### src/rtl/divider_mc_if.sv
// rtl/divider_mc_if.sv - E-stage handshake bundle for the multi-cycle divider
// Ports:
//   master modport (pipeline side): drives div_en, div_sign, div_a, div_b,
//                                   e_hold, e_flush; receives div_ready, div_lo, div_hi
//   slave modport (divider side):   the mirror image
interface divider_mc_if #(
   parameter int WIDTH = 32
);
   logic             div_en;
   logic             div_sign;
   logic [WIDTH-1:0] div_a;
   logic [WIDTH-1:0] div_b;
   logic             e_hold;
   logic             e_flush;
   logic             div_ready;
   logic [WIDTH-1:0] div_lo;
   logic [WIDTH-1:0] div_hi;

   modport master (
      output div_en, div_sign, div_a, div_b, e_hold, e_flush,
      input  div_ready, div_lo, div_hi
   );

   modport slave (
      input  div_en, div_sign, div_a, div_b, e_hold, e_flush,
      output div_ready, div_lo, div_hi
   );
endinterface

### src/rtl/divider_mc.sv
// rtl/divider_mc.sv - 32-cycle restoring divider (DIV/DIVU) for the E stage
// Ports:
//   clk  - rising-edge clock
//   rst  - asynchronous active-high reset
//   bus  - divider_mc_if.slave: div_en/div_sign/div_a/div_b start a divide,
//          e_hold keeps a finished result, e_flush kills the operation,
//          div_ready/div_lo/div_hi are the registered result (quotient/remainder)
module divider_mc #(
   parameter int WIDTH = 32
) (
   input  logic         clk,
   input  logic         rst,
   divider_mc_if.slave  bus
);

   typedef enum logic [1:0] {IDLE, BUSY, DONE} state_t;

   state_t           state;
   logic [4:0]       cnt;
   logic [WIDTH:0]   rem;       // partial remainder, one bit wider than operands
   logic [WIDTH-1:0] quo;       // dividend shifts out MSB-first, quotient bits shift in
   logic [WIDTH-1:0] dvs;       // divisor magnitude
   logic             sgn;
   logic             sign_a;
   logic             sign_b;
   logic             ready_q;
   logic [WIDTH-1:0] lo_q;
   logic [WIDTH-1:0] hi_q;

   // Operand magnitudes for capture at start
   logic             a_neg;
   logic             b_neg;
   logic [WIDTH-1:0] a_mag;
   logic [WIDTH-1:0] b_mag;

   // One restoring step
   logic [WIDTH+1:0] trial;
   logic             fits;
   logic [WIDTH:0]   rem_nxt;
   logic [WIDTH-1:0] quo_nxt;
   logic             neg_q;
   logic             neg_r;

   always_comb begin
      a_neg = bus.div_sign & bus.div_a[WIDTH-1];
      b_neg = bus.div_sign & bus.div_b[WIDTH-1];
      a_mag = a_neg ? -bus.div_a : bus.div_a;
      b_mag = b_neg ? -bus.div_b : bus.div_b;

      // rem < divisor always, so {rem, next bit} < 2^(WIDTH+1); the extra top
      // bit of trial is therefore a clean borrow flag.
      trial   = {rem, quo[WIDTH-1]} - {2'b00, dvs};
      fits    = ~trial[WIDTH+1];
      rem_nxt = fits ? trial[WIDTH:0] : {rem[WIDTH-1:0], quo[WIDTH-1]};
      quo_nxt = {quo[WIDTH-2:0], fits};

      neg_q = sgn & (sign_a ^ sign_b);
      neg_r = sgn & sign_a;
   end

   always_ff @(posedge clk or posedge rst) begin
      if (rst) begin
         state   <= IDLE;
         cnt     <= 5'd0;
         rem     <= '0;
         quo     <= '0;
         dvs     <= '0;
         sgn     <= 1'b0;
         sign_a  <= 1'b0;
         sign_b  <= 1'b0;
         ready_q <= 1'b0;
         lo_q    <= '0;
         hi_q    <= '0;
      end else if (bus.e_flush) begin
         // Flush beats start and DONE hold; last results stay visible
         state   <= IDLE;
         ready_q <= 1'b0;
      end else begin
         case (state)
            IDLE: begin
               if (bus.div_en) begin
                  state  <= BUSY;
                  cnt    <= 5'd0;
                  rem    <= '0;
                  quo    <= a_mag;
                  dvs    <= b_mag;
                  sgn    <= bus.div_sign;
                  sign_a <= bus.div_a[WIDTH-1];
                  sign_b <= bus.div_b[WIDTH-1];
               end
            end
            BUSY: begin
               // div_en dropping here does not abort; downstream ignores the result
               cnt <= cnt + 5'd1;
               rem <= rem_nxt;
               quo <= quo_nxt;
               if (cnt == 5'd31) begin
                  state   <= DONE;
                  ready_q <= 1'b1;
                  lo_q    <= neg_q ? -quo_nxt : quo_nxt;
                  hi_q    <= neg_r ? -rem_nxt[WIDTH-1:0] : rem_nxt[WIDTH-1:0];
               end
            end
            DONE: begin
               if (!bus.e_hold) begin
                  state   <= IDLE;
                  ready_q <= 1'b0;
               end
            end
            default: begin
               state   <= IDLE;
               ready_q <= 1'b0;
            end
         endcase
      end
   end

   assign bus.div_ready = ready_q;
   assign bus.div_lo    = lo_q;
   assign bus.div_hi    = hi_q;

endmodule

### src/flat_wrapper.sv
// flat-port wrapper written by rule: the top's interface ports become plain ports
module divider_mc_flat 
#(
   parameter int WIDTH = 32
)
  (clk, rst, bus_div_en, bus_div_sign, bus_div_a, bus_div_b, bus_e_hold, bus_e_flush, bus_div_ready, bus_div_lo, bus_div_hi);
  divider_mc_if #(.WIDTH(WIDTH)) bus_i ();
  input  logic clk;
  input  logic rst;
  input wire logic [$bits(bus_i.div_en)-1:0] bus_div_en;
  input wire logic [$bits(bus_i.div_sign)-1:0] bus_div_sign;
  input wire logic [$bits(bus_i.div_a)-1:0] bus_div_a;
  input wire logic [$bits(bus_i.div_b)-1:0] bus_div_b;
  input wire logic [$bits(bus_i.e_hold)-1:0] bus_e_hold;
  input wire logic [$bits(bus_i.e_flush)-1:0] bus_e_flush;
  output wire logic [$bits(bus_i.div_ready)-1:0] bus_div_ready;
  output wire logic [$bits(bus_i.div_lo)-1:0] bus_div_lo;
  output wire logic [$bits(bus_i.div_hi)-1:0] bus_div_hi;
  assign bus_i.div_en = bus_div_en;
  assign bus_i.div_sign = bus_div_sign;
  assign bus_i.div_a = bus_div_a;
  assign bus_i.div_b = bus_div_b;
  assign bus_i.e_hold = bus_e_hold;
  assign bus_i.e_flush = bus_e_flush;
  assign bus_div_ready = bus_i.div_ready;
  assign bus_div_lo = bus_i.div_lo;
  assign bus_div_hi = bus_i.div_hi;
  divider_mc #(.WIDTH(WIDTH)) u_core (.clk(clk), .rst(rst), .bus(bus_i));
endmodule
### config.mk
export PLATFORM = sky130hd
export DESIGN_NAME = divider_mc_flat
export DESIGN_NICKNAME = d
export VERILOG_FILES = /design/src/rtl/divider_mc_if.sv /design/src/rtl/divider_mc.sv /design/src/flat_wrapper.sv
export SDC_FILE = /design/constraint.sdc
export NUM_CORES = 1
export LEC_CHECK = 0
export ABC_AREA = 1
export CORE_MARGIN = 8
export CORE_UTILIZATION = 43
export DETAILED_ROUTE_END_ITERATION = 7
export GPL_TIMING_DRIVEN = 0
export HOLD_SLACK_MARGIN = 0.12
export PLACE_DENSITY = 0.71
export SKIP_LAST_GASP = 1
export SYNTH_ARGS = -nofsm -noshare
export SYNTH_HDL_FRONTEND = slang
export SYNTH_SLANG_ARGS = --single-unit
### constraint.sdc
create_clock -name clk -period 6.6 [get_ports clk]
set_input_delay 0.66 -clock clk [delete_from_list [all_inputs] [get_ports clk]]
set_output_delay 0.66 -clock clk [all_outputs]
set_load 0.02 [all_outputs]
==> results.sh, run 1 <==
export IMPL_cts_setup_buffers=0
export IMPL_drv_cap=0
export IMPL_holdBufCountCts=0
export IMPL_synth_top_area_frac=0.331
export IMPL_antenna_cells=0
export IMPL_cts_buffers=17
export IMPL_grt_max_degree=88
export IMPL_max_stage_delay_ns=0.40
export IMPL_cts_tree="built"
export IMPL_crit_type="flip-flop to flip-flop"
export IMPL_drt_pass1_iterations=5
export IMPL_fmax_ghz=0.206
export IMPL_cts_sinks=172
export IMPL_grt_pass1_wl_um=72000
export IMPL_worst_ir_drop_vdd_uv=242
export IMPL_outcome="finished clean"
export IMPL_holdPathStages=2
export IMPL_setup_tns_ns=0
export IMPL_worstPathCellList="inv_1, ha_1, a21oi_1, o21ai_1, inv_2, nand2_1, a21oi_4, nand3_2, nand2_4, buf_4, ha_1, nand2_1, nor3_1, nand3_1, nor4_1, nand4_1, nor3_1, nand3_1, o21ai_0, xor2_1, o21ai_0"
export IMPL_fin_util=0.520
export IMPL_end_kind="flip-flop"
export IMPL_worstHoldStart="u_core.bus.div_hi[17]"
export IMPL_clk_latency_ns=0.45
export IMPL_first_global_vias=13121
export IMPL_die_x_um=190
export IMPL_cts_resized=0
export IMPL_holdPathEnd="u_core.bus.div_hi[17]"
export IMPL_synth_cell_types=47
export IMPL_antenna_found_initial=0
export IMPL_syn_nets=2109
export IMPL_coreArea_um2=29700
export IMPL_fill_cells=2988
export IMPL_wl_um=45600
export IMPL_crit_family="simple AND/OR/NAND/NOR gates"
export IMPL_cp_start_kind="flip-flop"
export IMPL_syn_area_um2=13000
export IMPL_overflow=0
export IMPL_synthArstFlopShare=1.00
export IMPL_area_growth_pct=18.8
export IMPL_final_nets=2263
export IMPL_avgSynthCellArea_um2=6.50
export IMPL_critPathSlowestCell="nor4_1"
export IMPL_die_h_um=190
export IMPL_setup_violations=0
export IMPL_grtUsageTotal=0.251
export IMPL_syn_inst=2000
export IMPL_min_period_ns=4.86
export IMPL_wl_per_cell_um=17.8
export IMPL_ant_nets=0
export IMPL_p_per_area_nw_per_um2=456
export IMPL_die_area_um2=36000
export IMPL_tightest_slew_ns=0.680
export IMPL_r2r_slack_ns=1.74
export IMPL_synthTopCellsByArea="dfrtp_1, nand2_1, inv_1"
export IMPL_timing_rr_end="u_core.bus.div_lo[30]"
export IMPL_cp_max_fo=10
export IMPL_synth_edff_count=0
export IMPL_numPortBuffers=134
export IMPL_relSlewSlack=0.547
export IMPL_required_ns=6.92
export IMPL_ff2ff_path_depth=21
export IMPL_drc_errors=0
export IMPL_fin_crit_sh=0.736
export IMPL_clock_skew_ns=0.0299
export IMPL_rsz0062_at_grt="false"
export IMPL_start_util=0.437
export IMPL_ys_warn_count=0
export IMPL_layout_commonest_cell="nand2_1"
export IMPL_hp_class="flip-flop to flip-flop"
export IMPL_clkTransAtPathRegs_ns=0.08
export IMPL_crit_buf_inv=3
export IMPL_drive_gt1_frac=0.0448
export IMPL_seq_area_frac_synth=0.331
export IMPL_cts_buffer_depth=2
export IMPL_ys_ff_latch=172
export IMPL_gp_congestion=0.940
export IMPL_path_depth=21
export IMPL_crit_arrival_ns=5.17
export IMPL_htreeDepth=4
export IMPL_final_cell_mix="nand2_1, inv_1, nor2_1, o21ai_0, dfrtp_1"
export IMPL_vias_per_cell=5.38
export IMPL_synth_flop_cell="dfrtp_1"
export IMPL_slew_violations=0
export IMPL_row_count=63
export IMPL_r2r_start="u_core.dvs[22]"
export IMPL_drt_iter0_markers=1386
export IMPL_vias=13762
export IMPL_cts_root_buf="clkbuf_16"
export IMPL_hpwl_um=36700
export IMPL_yosysTopAreaCell="dfrtp_1"
export IMPL_p_leak_nw=7.83
export IMPL_ios=135
export IMPL_hold_viol_final=0
## metrics by stage
| step | hold slack [ns] | setup slack (ns) | std cells | total power [mW] | area [um2] |
|---|---|---|---|---|---|
| global placement | 0.464 | -1.19 | 2524 | 5.88 | 14800 |
| global route | 0.496 | 1.28 | 2557 | 7.62 | 15400 |
| CTS | 0.487 | 1.83 | 2557 | 6.96 | 15400 |
| floorplan | 0.453 | 1.28 | 2000 | 4.66 | 13000 |
| detailed placement | 0.466 | 1.85 | 2525 | 5.93 | 14900 |
| finish | 0.482 | 1.74 | 2557 | 7.04 | 15400 |
## worst min-delay path: cells and delay by family, from the launching register on
kind | cells | cell delay (ns)
AND/OR/NAND/NOR | 2 | 0.10
flip-flops | 1 | 0.34
## registers in the layout (all words and copies together), names as in the netlist
signal / flops
u_core.quo: 32
u_core.bus.div_lo: 32
u_core.rem: 33
u_core.state: 2
u_core.bus.div_hi: 32
u_core.dvs: 32
u_core.cnt: 5
u_core.bus.div_ready: 1
u_core.sign_a: 1
u_core.sgn: 1
u_core.sign_b: 1
## cells by family after synthesis
kind of cell | Yosys count | share of synthesized area
buf+inv | 307 | 0.0945
flops | 172 | 0.331
mux | 1 | 0.000770
simple gates | 1091 | 0.353
compound gates | 314 | 0.131
fa+ha+maj | 39 | 0.0381
xor+xnor | 76 | 0.0512
## cell usage after synthesis, types with 2 or more instances
library cell  number
nand2_2            9
o221ai_1           2
nand2_4            5
o21ai_0          173
o22ai_1           29
o21bai_1           3
buf_4              5
or2_2              7
and2_1             2
nand3_2            9
nand2_1          657
clkinv_1           7
nor2_1           182
inv_2              4
buf_2              4
o31ai_1            6
o211ai_1           7
a21oi_1           77
o21ai_1            5
nor3_2             2
a21o_1             3
ha_1              38
xor2_1            61
nand3b_1          10
nor4_1             3
nand4_1           18
nor3_1            22
dfrtp_1          172
nand3_1          157
clkbuf_1          46
nor2_4             2
inv_1            231
buf_1              3
xnor2_1           15
nor2_2             6
buf_6              7
## how the worst max path moves through the flow
stage / from / endpoint / slack [ns]
floorplan: rst / u_core.bus.div_hi[0] / 1.28
global placement: rst / u_core.dvs[23] / -1.19
detailed placement: u_core.dvs[22] / u_core.bus.div_lo[30] / 1.85
CTS: u_core.dvs[22] / u_core.bus.div_lo[30] / 1.83
global route: u_core.dvs[22] / u_core.bus.div_lo[30] / 1.28
finish: u_core.dvs[22] / u_core.bus.div_lo[30] / 1.74
## layer usage
layer | global-route usage | up-vias | share of wire
met5 | 0 | - | 0
met4 | 0.0761 | 0 | 0.027
met3 | 0.0359 | 61 | 0.071
met2 | 0.392 | 522 | 0.44
met1 | 0.356 | 6447 | 0.46
li1 | - | 6732 | -
## final cells by class
cell class,count,area [um2],share of cell area
buffer,65,320,0.0207
multi-input combinational,1521,7460,0.483
timing repair buffer,135,1370,0.0886
clock inverter,14,145,0.00940
tap,390,488,0.0316
inverter,242,916,0.0593
sequential,172,4300,0.279
clock buffer,18,439,0.0284
## power breakdown
| group | leakage (nW) | switching [mW] | internal [mW] |
|---|---|---|---|
| logic | 5.35 | 3.11 | 1.44 |
| clock network | 0.278 | 0.503 | 0.513 |
| registers | 2.20 | 0.221 | 1.25 |
| total | 7.83 | 3.84 | 3.21 |
Note: power is estimated with default switching activity, not from simulation.
==> run 2: changes to the inputs <==
Settings changed: PLACE_DENSITY 0.71 to 0.74.
Clock period 6.6 ns to 4.42 ns, I/O delays scaled along.
==> run 2 against run 1 <==
  * Flip-flop and latch count is the same
  * Sequential power up 50%
  * Worst setup slack got worse by 1.5 ns
  * Worst hold slack worse by 0.037 ns
  * Clock-buffer cell count decreased by 1
  * Die area did not move
  * Power is 53% higher
  * Clock skew fell by 0.012 ns
  * Core utilization rose by 0.85 points
  * Non-clock buffer count up 11
  * Critical path type unchanged
  * Largest power group unchanged
  * Highest routed layer is now met5
==> results.sh, run 2 (same netlist as run 1, synthesis figures left out) <==
export IMPL_outcome="finished clean"
export IMPL_clock_skew_ns=0.0177
export IMPL_antenna_found_initial=1
export IMPL_drt_pass1_iterations=7
export IMPL_end_kind="flip-flop"
export IMPL_min_period_ns=4.17
export IMPL_relSlewSlack=0.524
export IMPL_p_per_area_nw_per_um2=688
export IMPL_cts_root_buf="clkbuf_16"
export IMPL_ios=135
export IMPL_drc_errors=0
export IMPL_die_area_um2=36000
export IMPL_antenna_cells=0
export IMPL_fin_area_um2=15700
export IMPL_fin_crit_sh=0.943
export IMPL_cp_start_kind="flip-flop"
export IMPL_coreArea_um2=29700
export IMPL_cts_tree="built"
export IMPL_largest_reg_flops=33
export IMPL_cts_buffers=17
export IMPL_slew_violations=0
export IMPL_layout_commonest_cell="nand2_1"
export IMPL_hpwl_um=36100
export IMPL_grt_pass1_wl_um=71400
export IMPL_place_area_um2=14900
export IMPL_layout_cells_non_filler=2568
export IMPL_area_growth_pct=20.8
export IMPL_grt_max_degree=43
export IMPL_setup_tns_ns=0
export IMPL_max_stage_delay_ns=0.41
export IMPL_tightest_slew_ns=0.711
export IMPL_critPathSlowestCell="ha_2"
export IMPL_first_global_vias=13252
export IMPL_row_count=63
export IMPL_cp_max_fo=10
export IMPL_gp_congestion=0.958
export IMPL_overflow=0
export IMPL_cts_sinks=172
export IMPL_wl_per_cell_um=17.6
export IMPL_start_util=0.437
export IMPL_top_register="u_core.rem"
export IMPL_finalPower_mw=10.8
export IMPL_p_leak_nw=7.92
export IMPL_crit_arrival_ns=4.48
export IMPL_final_nets=2274
export IMPL_fmax_ghz=0.240
export IMPL_drive_gt1_frac=0.0560
export IMPL_clkTransAtPathRegs_ns=0.08
export IMPL_worst_ir_drop_vdd_uv=411
export IMPL_vias_per_cell=5.45
export IMPL_dp_cells=2528
export IMPL_hold_viol_final=0
export IMPL_wl_um=45100
export IMPL_cts_buffer_depth=2
export IMPL_place_ws_ns=-0.296
export IMPL_drt_iter0_markers=1595
export IMPL_setup_ws_ns=0.254
export IMPL_ant_nets=0
export IMPL_hp_class="primary input to async pin"
export IMPL_setup_violations=0
export IMPL_crit_type="flip-flop to flip-flop"
export IMPL_worstPathCellList="inv_1, ha_2, nand2_1, nor2_2, nand2_2, nor2_2, nand2_4, nand2_4, nand2_2, nand2_8, ha_1, nand2_1, nor3_2, nand3_2, nor4_4, nand4_1, nor3_2, nand3_1, o21ai_1, xor2_1, o21ai_0"
export IMPL_grtUsageTotal=0.247
export IMPL_die_h_um=190
export IMPL_required_ns=4.73
export IMPL_crit_buf_inv=1
export IMPL_drv_cap=0
export IMPL_htreeDepth=4
export IMPL_crit_family="simple AND/OR/NAND/NOR gates"
export IMPL_final_cell_mix="nand2_1, inv_1, nor2_1, o21ai_0, dfrtp_1"
export IMPL_numPortBuffers=134
export IMPL_clk_latency_ns=0.45
export IMPL_die_x_um=190
export IMPL_vias=14008
run 2: cell types whose count changed in the layout (fill, tap and decap cells not counted), sizes merged:
cell / delta
bufinv: +2
clkinv: +1
clkbuf: -1
clkinvlp: -1
inv: -1
buf: +11
run 2: worst paths after layout:
kind	start	to	slack (ns)	cells past startpoint
setup / recovery	u_core.dvs[23]	u_core.bus.div_lo[30]	0.25	21
hold / removal	rst	u_core.bus.div_hi[31]	0.45	2
setup reg to reg	u_core.dvs[23]	u_core.bus.div_lo[30]	0.25	21
hold reg to reg	u_core.bus.div_hi[13]	u_core.bus.div_hi[13]	0.48	2
max in group asynchronous	rst	u_core.dvs[10]	2.81	5
min in group clk	u_core.bus.div_hi[13]	u_core.bus.div_hi[13]	0.48	2
run 2: cell type report:
cell class	count	area, um2
Timing Repair Buffer	147	1490
Clock buffer	17	425
Tap cell	390	488
Fill cell	2948	14000
Buffer	64	313
Inverter	242	912
Sequential cell	172	4300
Clock inverter	15	220
Multi-Input combinational cell	1521	7550
run 2: report_power, final:
part / total, mW / internal, mW / switching (mW) / leakage, nW
Clock: 1.65 / 0.880 / 0.773 / 0.310
Sequential: 2.20 / 1.87 / 0.333 / 2.20
Combinational: 6.94 / 2.26 / 4.68 / 5.41
run 2: routing by layer:
metal	part of all wire	vias up	global-route usage
met2	0.44	599	0.380
met3	0.078	92	0.0480
met5	0.00029	-	0
li1	-	6771	-
met4	0.031	2	0.0830
met1	0.45	6544	0.343
run 2: metrics by stage:
step,utilization,hold slack [ns]
finish,0.528,0.445
global route,0.528,0.501
floorplan,-,0.453
global placement,0.499,0.463
CTS,0.524,0.463
detailed placement,0.502,0.465
run 2: what timing repair did:
item	CTS	global route
pin swaps	0	5
hold buffers	0	0
setup buffers	0	9
cloned	0	0
endpoints found under the setup margin	5	7
gates resized for setup	4	14
